--- config.mk ---
export PLATFORM = sky130hd
export DESIGN_NAME = sync_fifo_ctrl_flat
export DESIGN_NICKNAME = d
export VERILOG_FILES = /design/src/rtl/sync_fifo_ctrl_if.sv /design/src/rtl/sync_fifo_ctrl.sv /design/src/flat_wrapper.sv
export SDC_FILE = /design/constraint.sdc
export NUM_CORES = 1
export LEC_CHECK = 0
export CAP_MARGIN = 25
export CORE_MARGIN = 10
export CORE_UTILIZATION = 35
export CTS_CLUSTER_SIZE = 20
export DETAILED_ROUTE_END_ITERATION = 10
export PLACE_DENSITY_LB_ADDON = 0.12
export SETUP_SLACK_MARGIN = 0.3
export SLEW_MARGIN = 10
export SYNTH_ARGS = -nofsm -noshare
export SYNTH_HDL_FRONTEND = slang
export SYNTH_SLANG_ARGS = --single-unit
--- constraint.sdc ---
create_clock -name clk -period 3.71 [get_ports clk]
set_input_delay 1.113 -clock clk [delete_from_list [all_inputs] [get_ports clk]]
set_output_delay 1.113 -clock clk [all_outputs]
set_load 0.005 [all_outputs]
--- src/rtl/sync_fifo_ctrl_if.sv ---
// Producer/consumer handshake bundle for sync_fifo_ctrl: write side, read side,
// occupancy and status/error flags.
interface sync_fifo_ctrl_if #(
  parameter int DATA_WIDTH = 8,
  parameter int ADDR_WIDTH = 3
);
  logic                  winc;
  logic [DATA_WIDTH-1:0] wdata;
  logic                  rinc;
  logic [DATA_WIDTH-1:0] rdata;
  logic                  rvalid;
  logic                  wfull;
  logic                  rempty;
  logic                  almost_full;
  logic                  almost_empty;
  logic [ADDR_WIDTH:0]   count;
  logic                  overflow;
  logic                  underflow;

  modport master (
    output winc, wdata, rinc,
    input  rdata, rvalid, wfull, rempty, almost_full, almost_empty,
           count, overflow, underflow
  );

  modport slave (
    input  winc, wdata, rinc,
    output rdata, rvalid, wfull, rempty, almost_full, almost_empty,
           count, overflow, underflow
  );
endinterface

--- src/rtl/sync_fifo_ctrl.sv ---
// Single-clock FIFO with occupancy count, threshold flags and sticky errors.
// Define SYNC_FIFO_FWFT_EN for first-word fall-through reads (0-cycle latency).
module sync_fifo_ctrl #(
  parameter int DATA_WIDTH = 8,
  parameter int ADDR_WIDTH = 3,
  parameter int AF_LEVEL   = 6,
  parameter int AE_LEVEL   = 2
) (
  input logic             clk,
  input logic             rst,
  sync_fifo_ctrl_if.slave bus
);
  localparam int DEPTH = 1 << ADDR_WIDTH;
  localparam logic [ADDR_WIDTH:0] CNT_ZERO  = '0;
  localparam logic [ADDR_WIDTH:0] CNT_ONE   = (ADDR_WIDTH+1)'(1);
  localparam logic [ADDR_WIDTH:0] CNT_DEPTH = (ADDR_WIDTH+1)'(DEPTH);
  localparam logic [ADDR_WIDTH:0] CNT_AF    = (ADDR_WIDTH+1)'(AF_LEVEL);
  localparam logic [ADDR_WIDTH:0] CNT_AE    = (ADDR_WIDTH+1)'(AE_LEVEL);
  localparam logic [ADDR_WIDTH-1:0] PTR_ONE = (ADDR_WIDTH)'(1);

  logic [DATA_WIDTH-1:0] mem_r [DEPTH];
  logic [ADDR_WIDTH-1:0] wptr_r;
  logic [ADDR_WIDTH-1:0] rptr_r;
  logic [ADDR_WIDTH:0]   count_r;
  logic [ADDR_WIDTH:0]   count_nxt_s;
  logic                  empty_s;
  logic                  full_s;
  logic                  wr_ok_s;
  logic                  rd_ok_s;
  logic                  wfull_r;
  logic                  rempty_r;
  logic                  af_r;
  logic                  ae_r;
  logic                  rvalid_r;
  logic                  ovf_r;
  logic                  unf_r;

  // Accept decode and next occupancy; a read at full frees the slot the write uses.
  always_comb begin
    empty_s = (count_r == CNT_ZERO);
    full_s  = (count_r == CNT_DEPTH);
    rd_ok_s = bus.rinc && !empty_s;
    wr_ok_s = bus.winc && (!full_s || rd_ok_s);
    if (wr_ok_s && !rd_ok_s) begin
      count_nxt_s = count_r + CNT_ONE;
    end else if (rd_ok_s && !wr_ok_s) begin
      count_nxt_s = count_r - CNT_ONE;
    end else begin
      count_nxt_s = count_r;
    end
  end

  // Storage array; contents deliberately not reset.
  always_ff @(posedge clk) begin
    if (!rst && wr_ok_s) begin
      mem_r[wptr_r] <= bus.wdata;
    end
  end

  // Pointers, occupancy, flags (registered from next count) and sticky errors.
  always_ff @(posedge clk) begin
    if (rst) begin
      wptr_r   <= '0;
      rptr_r   <= '0;
      count_r  <= CNT_ZERO;
      wfull_r  <= 1'b0;
      rempty_r <= 1'b1;
      af_r     <= 1'b0;
      ae_r     <= 1'b1;
      ovf_r    <= 1'b0;
      unf_r    <= 1'b0;
    end else begin
      if (wr_ok_s) wptr_r <= wptr_r + PTR_ONE;
      if (rd_ok_s) rptr_r <= rptr_r + PTR_ONE;
      count_r  <= count_nxt_s;
      wfull_r  <= (count_nxt_s == CNT_DEPTH);
      rempty_r <= (count_nxt_s == CNT_ZERO);
      af_r     <= (count_nxt_s >= CNT_AF);
      ae_r     <= (count_nxt_s <= CNT_AE);
      if (bus.winc && full_s && !rd_ok_s) ovf_r <= 1'b1;
      if (bus.rinc && empty_s) unf_r <= 1'b1;
    end
  end

`ifdef SYNC_FIFO_FWFT_EN
  // Head word is presented combinationally; valid whenever something is stored.
  always_ff @(posedge clk) begin
    if (rst) begin
      rvalid_r <= 1'b0;
    end else begin
      rvalid_r <= (count_nxt_s != CNT_ZERO);
    end
  end

  assign bus.rdata = mem_r[rptr_r];
`else
  logic [DATA_WIDTH-1:0] rdata_r;

  // Registered read port; rdata holds its value when no word is popped.
  always_ff @(posedge clk) begin
    if (rst) begin
      rdata_r  <= '0;
      rvalid_r <= 1'b0;
    end else begin
      rvalid_r <= rd_ok_s;
      if (rd_ok_s) rdata_r <= mem_r[rptr_r];
    end
  end

  assign bus.rdata = rdata_r;
`endif

  assign bus.rvalid       = rvalid_r;
  assign bus.wfull        = wfull_r;
  assign bus.rempty       = rempty_r;
  assign bus.almost_full  = af_r;
  assign bus.almost_empty = ae_r;
  assign bus.count        = count_r;
  assign bus.overflow     = ovf_r;
  assign bus.underflow    = unf_r;
endmodule

--- src/flat_wrapper.sv ---
// flat-port wrapper written by rule: the top's interface ports become plain ports
module sync_fifo_ctrl_flat 
#(
  parameter int DATA_WIDTH = 8,
  parameter int ADDR_WIDTH = 3,
  parameter int AF_LEVEL   = 6,
  parameter int AE_LEVEL   = 2
)
  (clk, rst, bus_winc, bus_wdata, bus_rinc, bus_rdata, bus_rvalid, bus_wfull, bus_rempty, bus_almost_full, bus_almost_empty, bus_count, bus_overflow, bus_underflow);
  sync_fifo_ctrl_if #(.DATA_WIDTH(DATA_WIDTH), .ADDR_WIDTH(ADDR_WIDTH)) bus_i ();
  input logic clk;
  input logic rst;
  input wire logic [$bits(bus_i.winc)-1:0] bus_winc;
  input wire logic [$bits(bus_i.wdata)-1:0] bus_wdata;
  input wire logic [$bits(bus_i.rinc)-1:0] bus_rinc;
  output wire logic [$bits(bus_i.rdata)-1:0] bus_rdata;
  output wire logic [$bits(bus_i.rvalid)-1:0] bus_rvalid;
  output wire logic [$bits(bus_i.wfull)-1:0] bus_wfull;
  output wire logic [$bits(bus_i.rempty)-1:0] bus_rempty;
  output wire logic [$bits(bus_i.almost_full)-1:0] bus_almost_full;
  output wire logic [$bits(bus_i.almost_empty)-1:0] bus_almost_empty;
  output wire logic [$bits(bus_i.count)-1:0] bus_count;
  output wire logic [$bits(bus_i.overflow)-1:0] bus_overflow;
  output wire logic [$bits(bus_i.underflow)-1:0] bus_underflow;
  assign bus_i.winc = bus_winc;
  assign bus_i.wdata = bus_wdata;
  assign bus_i.rinc = bus_rinc;
  assign bus_rdata = bus_i.rdata;
  assign bus_rvalid = bus_i.rvalid;
  assign bus_wfull = bus_i.wfull;
  assign bus_rempty = bus_i.rempty;
  assign bus_almost_full = bus_i.almost_full;
  assign bus_almost_empty = bus_i.almost_empty;
  assign bus_count = bus_i.count;
  assign bus_overflow = bus_i.overflow;
  assign bus_underflow = bus_i.underflow;
  sync_fifo_ctrl #(.DATA_WIDTH(DATA_WIDTH), .ADDR_WIDTH(ADDR_WIDTH), .AF_LEVEL(AF_LEVEL), .AE_LEVEL(AE_LEVEL)) u_core (.clk(clk), .rst(rst), .bus(bus_i));
endmodule
==> qor.csv <==
stage,metric,value,unit
floorplan,core footprint,10200,um^2
sta,hold slack,0.477,ns
cells_and_area,filler instances,936,
sta,relative max-transition margin,37.7,%
pwr,Peak VDD IR,0.000261,V
floorplan,die area,14800,um^2
logic_synthesis,Gate Count Post-Synth,228,
global_route,GR Overflow Total,0,
clocking,CTS max path bufs,2,
logic_synthesis,Synth cell types,42,
floorplan,Die Y,122,um
global_route,first-pass GRT wire length,11.1,mm
critical_path,CP Cell Sequence,"clkdlybuf4s50_1, and4bb_2, nor2b_1, nand2_1, nor4_1, buf_4",
logic_synthesis,Post-synth EDFFs,64,
cells_and_area,most frequent cells in the layout,"edfxtp_1 (64), clkdlybuf4s50_1 (30), nor2_1 (26)",
cells_and_area,post-route cell area,4380,um^2
place,pre-CTS setup slack,0.646,ns
place,dpl hpwl,4.85,mm
global_route,vias in the first global route,1971,
logic_synthesis,Synthesized Nets,244,
route,"wirelength, routed",7.08,mm
global_route,initial antenna violation count,0,
critical_path,CP Launch Type,primary input,
logic_synthesis,Avg Synthesized Cell Area,15.9,um^2
pwr,PwrDens,635,nW/um^2
clocking,depth of the CTS H-tree,3,
clocking,"Reg clk slew, reported paths",0.08,ns
cells_and_area,layout cells sized above 1,20.1,%
cells_and_area,fin nets,289,
critical_path,CP required,3.77,ns
global_route,GR met1 Demand/Resource,12.7,%
global_route,met2 Use GR,16.0,%
global_route,GRT Total Usage,10.0,%
route,Routed WL per cell,17.1,um
flow_run,# Max-Cap Violations,0,
worst_hold_path,HP Start,u_core.bus.overflow$_SDFFE_PP0P_,
floorplan,DIE WIDTH,122,um
critical_path,Setup CP Type,in -> reg,
place,IO buf count,30,
clocking,total CTS buffers,9,
logic_synthesis,Synth warnings,0,
clocking,PostCTS Resize Cnt,0,
critical_path,"slowest stage delay, CP",0.50,ns
critical_path,Reg2Reg Capture Point,u_core.mem_r[4][2]$_DFFE_PP_,
clocking,worst skew pair latency,0.36,ns
clocking,clk sinks,89,
sta,Hold Fails Final Rpt,0,
critical_path,critical path's slowest cell,clkdlybuf4s50_1,
clocking,CTS tree,yes,
floorplan,placement row count,37,
sta,Worst Tran Pin Value,0.933,ns
route,DRT iter0 DRCs,129,
pwr,Overall Power,2780,uW
route,via count,2001,
sta,Worst Skew,0.0127,ns
critical_path,"setup slack, reg-to-reg",1.32,ns
floorplan,io pins,31,
sta,unrepaired setup endpoints after global routing,no,
logic_synthesis,"top cells by area, synth","edfxtp_1 (53%), dfxtp_1 (14%), mux4_2 (10%)",
place,GPL Wtd Cong,0.718,
cells_and_area,"Area growth, synth to finish",20.9,%
clocking,cts hold-fix bufs,0,
critical_path,Critical Path Fanout Max,8,
logic_synthesis,"Seq/Total Area, Yosys",66.9,%
logic_synthesis,"Async S/R FF share, synth",0,%
sta,fmax,373,MHz
route,DR DRC count,0,
route,routed vias/inst,4.83,
global_route,global route hottest layer,met2,
place,Placed Area,4150,um^2
sta,minimum clock period,2.68,ns
critical_path,Worst R2R Path Depth,7,
cells_and_area,diodes inserted,0,
pwr,Leak,0.00147,uW
logic_synthesis,top cell type by total area after synthesis,edfxtp_1,
critical_path,CP Capture Type,register,
sta,setup violators final,0,
worst_hold_path,Min-Delay Path Depth,2,
global_route,largest net degree at the start of global routing,22,
logic_synthesis,Syn Std Cell Area,3620,um^2
critical_path,FF-to-FF Start,u_core.bus.count[0]$_SDFF_PP0_,
logic_synthesis,Synth top area share,53.1,%
critical_path,Worst EP arrival,2.74,ns
critical_path,Worst path top cell family by delay,simple AND/OR/NAND/NOR gates,
route,Routed Antenna Nets,0,
worst_hold_path,WHS Endpoint,u_core.bus.overflow$_SDFFE_PP0P_,
logic_synthesis,Synth Register Bits,89,
sta,period utilization,72.2,%
worst_hold_path,path type of the worst min-delay path,reg -> reg,
global_route,GR Util met3,3.05,%
outcome,status,"complete, no violations",
clocking,Setup Buffers After CTS,0,
cells_and_area,"most common cell after layout, fill and taps aside",edfxtp_1,
sta,worst setup margin,1.03,ns
floorplan,starting density of the core,35.5,%
logic_synthesis,Main synth FF type,edfxtp_1,
route,TritonRoute pass-1 iters,4,
sta,"Slew Viols, Final",0,
sta,post-route setup TNS,0,ns
critical_path,CP Buf/Inv Count,2,
clocking,Clock Root Buffer,clkbuf_8,
==> worst max-delay path by stage <==
| stage | start | depth (start not counted) | to | slack (ns) |
|---|---|---|---|---|
| global route | bus_rinc | 6 | u_core.mem_r[4][2]$_DFFE_PP_ | 0.90 |
| detailed placement | bus_rinc | 6 | u_core.mem_r[4][6]$_DFFE_PP_ | 0.65 |
| finish | bus_rinc | 6 | u_core.mem_r[4][2]$_DFFE_PP_ | 1.03 |
| CTS | bus_rinc | 6 | u_core.mem_r[4][5]$_DFFE_PP_ | 1.03 |
| global placement | bus_rinc | 5 | u_core.mem_r[2][5]$_DFFE_PP_ | 0.64 |
| floorplan | bus_rinc | 5 | u_core.mem_r[4][0]$_DFFE_PP_ | 0.61 |
==> registers in the layout, indices dropped and copies added (netlist names) <==
| name | cells |
|---|---|
| u_core.wptr_r | 3 |
| u_core.bus.rdata | 8 |
| u_core.bus.count | 4 |
| u_core.bus.almost_empty | 1 |
| u_core.bus.underflow | 1 |
| u_core.bus.wfull | 1 |
| u_core.bus.overflow | 1 |
| u_core.bus.almost_full | 1 |
| u_core.mem_r | 64 |
| u_core.bus.rvalid | 1 |
| u_core.rptr_r | 3 |
| u_core.bus.rempty | 1 |
==> layer usage <==
metal  wire (um)  vias up
met5           0        -
met4         102        0
met3         331        8
met2        3350       41
met1        3300      991
li1            -      961
==> power breakdown <==
| group | switching, uW | total (uW) | internal [uW] | leakage, uW |
|---|---|---|---|---|
| combinational | 357 | 805 | 448 | 0.000573 |
| sequential | 80.1 | 1230 | 1150 | 0.000784 |
| clock | 355 | 742 | 387 | 0.000111 |
| total | 792 | 2780 | 1990 | 0.00147 |
==> cells in the mapped netlist (2+ instances only) <==
master,instances
a211oi_1,8
nor4_1,2
edfxtp_1,64
ha_1,4
clkbuf_1,3
nand2_1,14
mux4_2,16
buf_2,4
nor2_1,26
dfxtp_1,25
xnor2_1,2
a21oi_1,4
nor3_1,3
inv_1,4
mux2i_1,15
nor2b_1,3
mux2_4,3
buf_4,3
xor2_1,2
==> per-stage QoR <==
step / util [%] / cells
6_report: 43.0 / 414
5_1_grt: 43.0 / 414
4_1_cts: 43.0 / 414
3_5_place_dp: 40.7 / 398
3_3_place_gp: 40.7 / 398
2_1_floorplan: - / 228
==> kinds of logic after synthesis <==
| group | count (synthesis) | synth area share [%] |
|---|---|---|
| compound gates | 21 | 4.46 |
| xor+xnor | 4 | 0.968 |
| fa+ha+maj | 4 | 1.38 |
| buf+inv | 17 | 2.45 |
| flops | 89 | 66.9 |
| mux | 35 | 16.0 |
| simple gates | 58 | 7.85 |
==> worst min-delay path, cell delays in order, from the launching register on <==
cell,delay [ns]
dfxtp_1,0.33
a21oi_1,0.04
nor2_1,0.07
==> cell type report <==
type,count,area (um^2),area share (%)
Timing Repair Buffer,47,428,9.78
Clock buffer,9,124,2.83
Tap cell,136,170,3.89
Sequential cell,89,2420,55.3
Inverter,4,15.0,0.343
Clock inverter,7,103,2.34
Multi-Input combinational cell,122,1110,25.5
Note: power is estimated with default switching activity, not from simulation.
